### src/rtl/ula_op_sequencer.sv
// ---------------------------------------------------------------------------
// ula_op_sequencer
//
// Operation front-end for the combinational ULA (add/sub/shift unit).
// Accepts one request at a time over a valid/ready handshake, registers the
// operands and select towards the ULA, gives the ULA a full cycle to settle,
// captures its output into an accumulator and offers the result downstream
// over a second valid/ready handshake. Chained requests take operand A from
// the accumulator so multi-step arithmetic needs no external feedback.
//
// Ports:
//   clk, rst              clock, synchronous active-high reset
//   in_valid / in_ready   request handshake
//   in_sel, in_a, in_b    operation code and operands
//   in_chain              1 = use accumulator as operand A
//   ula_a, ula_b, ula_sel registered drive into the ULA
//   ula_s                 ULA result (combinational, from the ULA)
//   out_valid / out_ready result handshake
//   out_result, out_zero  captured result and its zero flag
//   acc                   accumulator contents
//   op_count              completed (handshaken) results, wraps
// ---------------------------------------------------------------------------
module ula_op_sequencer #(
    parameter int WIDTH     = 4,
    parameter int CNT_WIDTH = 8
) (
    input  logic                 clk,
    input  logic                 rst,
    input  logic                 in_valid,
    output logic                 in_ready,
    input  logic [1:0]           in_sel,
    input  logic [WIDTH-1:0]     in_a,
    input  logic [WIDTH-1:0]     in_b,
    input  logic                 in_chain,
    output logic [WIDTH-1:0]     ula_a,
    output logic [WIDTH-1:0]     ula_b,
    output logic [1:0]           ula_sel,
    input  logic [WIDTH-1:0]     ula_s,
    output logic                 out_valid,
    input  logic                 out_ready,
    output logic [WIDTH-1:0]     out_result,
    output logic                 out_zero,
    output logic [WIDTH-1:0]     acc,
    output logic [CNT_WIDTH-1:0] op_count
);

    typedef enum logic [1:0] {
        IDLE,
        EXEC,
        CAPT,
        DONE
    } state_t;

    state_t state;
    state_t state_next;

    // Decoded strobes from the output process, consumed by the datapath.
    logic load_en;    // request accepted this cycle
    logic capt_en;    // ULA output is settled and captured this cycle
    logic retire_en;  // downstream handshake completes this cycle

    // -----------------------------------------------------------------------
    // State register
    // -----------------------------------------------------------------------
    always_ff @(posedge clk) begin
        if (rst) begin
            state <= IDLE;
        end else begin
            state <= state_next;
        end
    end

    // -----------------------------------------------------------------------
    // Next-state logic
    // -----------------------------------------------------------------------
    always_comb begin
        state_next = state;
        case (state)
            IDLE: if (in_valid)  state_next = EXEC;
            EXEC:                state_next = CAPT;
            CAPT:                state_next = DONE;
            DONE: if (out_ready) state_next = IDLE;
            default:             state_next = IDLE;
        endcase
    end

    // -----------------------------------------------------------------------
    // Output / strobe decode
    // -----------------------------------------------------------------------
    always_comb begin
        in_ready  = 1'b0;
        load_en   = 1'b0;
        capt_en   = 1'b0;
        retire_en = 1'b0;
        case (state)
            IDLE: begin
                in_ready = 1'b1;
                load_en  = in_valid;
            end
            CAPT:    capt_en   = 1'b1;
            DONE:    retire_en = out_ready;
            default: ;
        endcase
    end

    // -----------------------------------------------------------------------
    // Datapath registers. ula_* only load on acceptance, so they hold their
    // last values through EXEC/CAPT and beyond (no return to zero).
    // -----------------------------------------------------------------------
    always_ff @(posedge clk) begin
        if (rst) begin
            ula_a      <= '0;
            ula_b      <= '0;
            ula_sel    <= '0;
            out_result <= '0;
            out_zero   <= 1'b1;
            out_valid  <= 1'b0;
            acc        <= '0;
            op_count   <= '0;
        end else begin
            if (load_en) begin
                ula_sel <= in_sel;
                ula_b   <= in_b;
                // acc here is the result of the last captured operation
                ula_a   <= in_chain ? acc : in_a;
            end
            if (capt_en) begin
                acc        <= ula_s;
                out_result <= ula_s;
                out_zero   <= (ula_s == '0);
                out_valid  <= 1'b1;
            end
            if (retire_en) begin
                out_valid <= 1'b0;
                op_count  <= op_count + CNT_WIDTH'(1);
            end
        end
    end

endmodule

### config.mk
export PLATFORM = sky130hd
export DESIGN_NAME = ula_op_sequencer
export DESIGN_NICKNAME = d
export VERILOG_FILES = /design/src/rtl/ula_op_sequencer.sv
export SDC_FILE = /design/constraint.sdc
export NUM_CORES = 1
export LEC_CHECK = 0
export CAP_MARGIN = 10
export CORE_ASPECT_RATIO = 0.5
export CORE_MARGIN = 5
export CORE_UTILIZATION = 30
export DETAILED_ROUTE_END_ITERATION = 10
export GPL_TIMING_DRIVEN = 0
export PLACE_DENSITY = 0.65
export SKIP_CTS_REPAIR_TIMING = 1
export SYNTH_ARGS = -nofsm -noshare
export SYNTH_HDL_FRONTEND = slang
export SYNTH_SLANG_ARGS = --single-unit
### constraint.sdc
create_clock -name clk -period 1.83 [get_ports clk]
set_input_delay 0.2745 -clock clk [delete_from_list [all_inputs] [get_ports clk]]
set_output_delay 0.2745 -clock clk [all_outputs]
set_load 0.05 [all_outputs]
==> impl_metrics.toml, run 1 <==
[status]
outcome = "finished, final reports clean"

[final_layout]
drive_above_1_share = 0.0739
nNetsFinal = 201
area_growth_pct = 54.1
diodes = 0
utilization = 0.495

[sta]
finalWorstPathRequiredPeriod_ns = 1.77
setup_tns_ns = 0
drv_slew = 0
worst_slew_pin_slew_ns = 0.521
finalSetupViolCount = 0
hold_ws_ns = 0.424
fmax_mhz = 564
fin_skew_ns = 0.0119
layout_setup_ws_ns = 0.0569
hold_viol = 0
fin_crit_sh = 0.969
rsz0062_at_grt = "false"
relSlewSlack = 0.651

[route]
wl_per_cell_um = 12.7
viasPerCell = 4.58
firstDrtPassIters = 4
num_vias = 1039
drc = 0
drt_wl_total_mm = 2.89
drt-initial-drc-count = 31
ant_nets = 0

[worst_setup_path]
worstPathCellList = "clkdlybuf4s50_1"
r2r_slack_ns = 0.23
start_kind = "flip-flop"
cp_num_buf_inv = 1
cp_slowest_cell = "clkdlybuf4s50_1"
reg2reg_depth = 6
critPathKind = "flip-flop to output port"
critical_path.top_delay_family = "buffers and inverters"
crit_path_start = "acc[3]$_SDFFE_PP0N_"
cpPeakStageDelay_ns = 0.83
reg2reg_from = "state[0]$_SDFFE_PP0P_"
r2r-end = "ula_sel[0]$_SDFFE_PP0P_"
required_ns = 1.56
worstPathMaxFanout = 4
worstSetupEndpointType = "output port"
crit_arrival_ns = 1.50

[power]
vdd_drop_max_v = 0.000693
design_power_total_mw = 2.39
p_leak_nw = 0.838
p_per_area_nw_per_um2 = 1360

[clock_tree]
ctsRootBufferMaster = "clkbuf_8"
cts-buffers-inserted = 3
cts_sinks = 26
htree_levels = 1
insertion_delay_ns = 0.28
tritoncts = "yes"
cts_buffer_depth = 2
clkTransAtPathRegs_ns = 0.10

[logic_synthesis]
yosysMostFrequentCell = "dfxtp_1"
synth.distinct_cells = 31
ys.flop_type = "dfxtp_1"
synth-seq-cells = 26
synth-edff-count = 0
yosysTopAreaCell = "dfxtp_1"
synth_area_per_cell_um2 = 8.97
synth_fp_nets = 151
yosys_warnings = 0
yosys-top-cells-count = "dfxtp_1 (26), nand2_1 (16), a21oi_1 (12), nor2_1 (12), mux2i_1 (8)"
synthArstFlopShare = 0
synthTopCellsByArea = "dfxtp_1 (46%), mux2i_1 (7.0%), ha_1 (5.5%)"
synth_top_cell_area_share = 0.457
yosysSeqAreaShare = 0.457
netlist_instances = 127
syn_area_um2 = 1140

[min_path]
hold_class = "primary input to flip-flop"
min-delay-start = "rst"
whs_path_depth = 2
worstHoldEndpoint = "ula_a[2]$_SDFFE_PP0P_"

[die]
dieArea_um2 = 5200
core_um2 = 3550
rows = 15
fp.dieH_um = 53.6
start_util = 0.321
io_pins = 48
chipWidth_um = 97.1

[placed_design]
gp_congestion = 0.709
dp_slack_ns = 0.0514
dpl.hpwl_mm = 2.28
io_buffers = 45

[grt]
track_usage = 0.110
grt_pass1_vias = 982
overflow = 0
grt_first_pass_wirelength_mm = 4.64
antenna_found_initial = 0
grt_max_degree = 16

[flow_run]
max-cap-violations = 0
[cells in the final DEF (no fill, tap or decap), types with 4 or more instances in the layout]
cell	instances
dlymetal6s2s_1	12
o21ai_0	4
ha_1	5
nand2_1	16
clkdlybuf4s50_1	33
dfxtp_1	26
a211oi_1	4
nor2_1	12
clkbuf_1	4
buf_4	4
a21oi_1	12
mux2i_1	8
[per-layer routing]
layer,global-route usage,wire (µm)
met1,0.124,1310
met2,0.215,1470
met3,0.0310,80
met4,0.0280,27
met5,0,0
[kinds of logic (layout without fill, tap and decap cells)]
group | after synthesis | count (layout) | share of synthesized area
AO/OA/AOI/OAI | 24 | 24 | 0.124
buffers and inverters | 13 | 62 | 0.0560
flip-flops | 26 | 26 | 0.457
XOR/XNOR | 2 | 2 | 0.0154
multiplexers | 9 | 9 | 0.0802
adder cells (fa/ha/maj) | 5 | 5 | 0.0549
AND/OR/NAND/NOR | 48 | 48 | 0.212
[final cells by class]
cell class,instances,area [µm²]
Fill cell,342,1790
Multi-Input combinational cell,88,554
Sequential cell,26,520
Timing Repair Buffer,45,480
Tap cell,51,63.8
Buffer,10,52.6
Clock buffer,3,41.3
Clock inverter,1,30.0
Inverter,3,11.3
[worst max-delay path by stage]
stage	depth (start not counted)	slack, ns	end
detailed placement	4	0.05	op_count[7]$_SDFFE_PP0P_
global route	1	0.01	acc[2]
finish	1	0.06	acc[3]
floorplan	6	0.11	ula_b[1]$_SDFFE_PP0P_
global placement	4	0.09	op_count[7]$_SDFFE_PP0P_
CTS	3	-0.22	in_ready
[state kept, by name (all words and copies together), names as in the netlist]
name	count
state	2
out_zero	1
op_count	8
ula_b	4
acc	4
ula_a	4
out_valid	1
ula_sel	2
[stage by stage]
| step | cells | cell area (µm²) |
|---|---|---|
| 2_1_floorplan | 127 | 1140 |
| 3_3_place_gp | 223 | 1650 |
| 3_5_place_dp | 223 | 1650 |
| 4_1_cts | 227 | 1720 |
| 5_1_grt | 227 | 1750 |
| 6_report | 227 | 1750 |
[power breakdown]
group / leakage (nW) / total (mW) / internal (mW) / switching, mW
Combinational: 0.591 / 1.15 / 0.417 / 0.733
Sequential: 0.212 / 0.754 / 0.679 / 0.0748
Clock: 0.0357 / 0.482 / 0.293 / 0.189
Total: 0.838 / 2.39 / 1.39 / 0.997
Note: power is estimated with default switching activity, not from simulation.
==> inputs of run 2 (changes only) <==
GPL_ROUTABILITY_DRIVEN = 0   (was not set)
==> results of run 2 <==
Final layout, timing and power as in run 1 (identical DEF).
==> inputs of run 3 (changes only) <==
PLACE_DENSITY = not set   (was 0.65)
PLACE_DENSITY_LB_ADDON = 0.1   (was not set)
clock period = 2 ns   (was 1.83 ns; I/O delays follow)
==> run 3 against run 2 <==
Compared with the run above: count of clock-buffer cells in the layout grew 1; flip-flop and latch count is the same; total power shrank 12%; largest cell class unchanged; largest power group unchanged.
==> impl_metrics.toml, run 3 (synthesis results as in run 1) <==
[status]
outcome = "finished, final reports clean"

[route]
wl_per_cell_um = 12.6
viasPerCell = 4.63
drt-initial-drc-count = 15
firstDrtPassIters = 4
drc = 0
drt_wl_total_mm = 2.86
num_vias = 1050
ant_nets = 0

[final_layout]
stdcell_area_um2 = 1710
nNetsFinal = 201
diodes = 0
final_cell_mix = "clkdlybuf4s50_1 (44), dfxtp_1 (26), nand2_1 (16)"
largest-register = "op_count"
largest_register_ffs = 8
drive_above_1_share = 0.0739
area_growth_pct = 50.2
fillers = 357
mostFrequentLayoutCell = "clkdlybuf4s50_1"

[die]
start_util = 0.321
fp.dieH_um = 53.6
dieArea_um2 = 5200
chipWidth_um = 97.1
core_um2 = 3550
io_pins = 48
rows = 15

[placed_design]
dpl_cell_area_um2 = 1650
dpl.hpwl_mm = 2.21
io_buffers = 45
dp_slack_ns = 0.199

[clock_tree]
cts_sinks = 26
clkTransAtPathRegs_ns = 0.09
cts_buffer_depth = 2
tritoncts = "yes"
ctsRootBufferMaster = "clkbuf_8"
htree_levels = 1
insertion_delay_ns = 0.27
cts-buffers-inserted = 3

[min_path]
hold_class = "flip-flop to flip-flop"

[worst_setup_path]
worstPathMaxFanout = 4
critical_path.top_delay_family = "buffers and inverters"
required_ns = 1.70
critPathKind = "flip-flop to output port"
crit_arrival_ns = 1.61
worstSetupEndpointType = "output port"
cpPeakStageDelay_ns = 0.79
worstPathCellList = "buf_4 > clkdlybuf4s50_1"
cp_num_buf_inv = 2
cp_slowest_cell = "clkdlybuf4s50_1"
start_kind = "flip-flop"

[power]
vdd_drop_max_v = 0.000578
design_power_total_mw = 2.09
p_leak_nw = 0.630
p_per_area_nw_per_um2 = 1220

[grt]
grt_max_degree = 15
grt_first_pass_wirelength_mm = 4.82
track_usage = 0.116
grt_pass1_vias = 1070
antenna_found_initial = 0
overflow = 0

[sta]
finalWorstPathRequiredPeriod_ns = 1.91
worst_slew_pin_slew_ns = 0.521
fin_skew_ns = 0.00498
setup_tns_ns = 0
finalSetupViolCount = 0
hold_ws_ns = 0.457
fin_crit_sh = 0.954
rsz0062_at_grt = "false"
hold_viol = 0
drv_slew = 0
layout_setup_ws_ns = 0.0924
relSlewSlack = 0.653
fmax_mhz = 524

[flow_run]
max-cap-violations = 0
run 3: cell count changes in the layout (fill, tap and decap cells not counted):
cell / delta
dlymetal6s2s_1: -11
bufinv_16: -1
clkbuf_8: +1
clkdlybuf4s50_1: +11
run 3: per-stage QoR:
stage               utilization  instances
CTS                       0.481        227
global route              0.482        227
floorplan                     -        127
detailed placement        0.466        223
global placement          0.466        223
finish                    0.482        227
run 3: power by group:
group          internal (mW)  switching (mW)  total (mW)
logic                  0.384           0.671        1.06
clock network          0.176           0.169       0.345
registers              0.621          0.0684       0.690
total                   1.18           0.908        2.09
run 3: cell type report:
cell class                      instances  area, µm²  share of cell area
Buffer                                 10       52.6              0.0307
Clock buffer                            4       55.1              0.0322
Inverter                                3       11.3             0.00658
Multi-Input combinational cell         88        554               0.324
Sequential cell                        26        520               0.304
Tap cell                               51       63.8              0.0373
Timing Repair Buffer                   45        453               0.265
run 3: worst min-delay path, delay by kind of cell (launching register included):
kind             cells  cell delay (ns)
AO/OA/AOI/OAI        1             0.05
AND/OR/NAND/NOR      1             0.05
flip-flops           1             0.32
run 3: worst paths after layout:
path	start	endpoint	slack (ns)	cells after the start
min	ula_b[2]$_SDFFE_PP0P_	ula_b[2]$_SDFFE_PP0P_	0.46	2
max reg2reg	state[0]$_SDFFE_PP0P_	ula_sel[0]$_SDFFE_PP0P_	0.38	6
min reg2reg	ula_b[2]$_SDFFE_PP0P_	ula_b[2]$_SDFFE_PP0P_	0.46	2
max	acc[3]$_SDFFE_PP0N_	out_result[3]	0.09	2
run 3: per-layer routing:
| metal | up-vias | track usage | wire, µm |
|---|---|---|---|
| met5 | - | 0 | 0 |
| met4 | 0 | 0.0350 | 0 |
| met3 | 0 | 0.0336 | 120 |
| met2 | 29 | 0.212 | 1400 |
| met1 | 489 | 0.137 | 1340 |
| li1 | 532 | - | - |
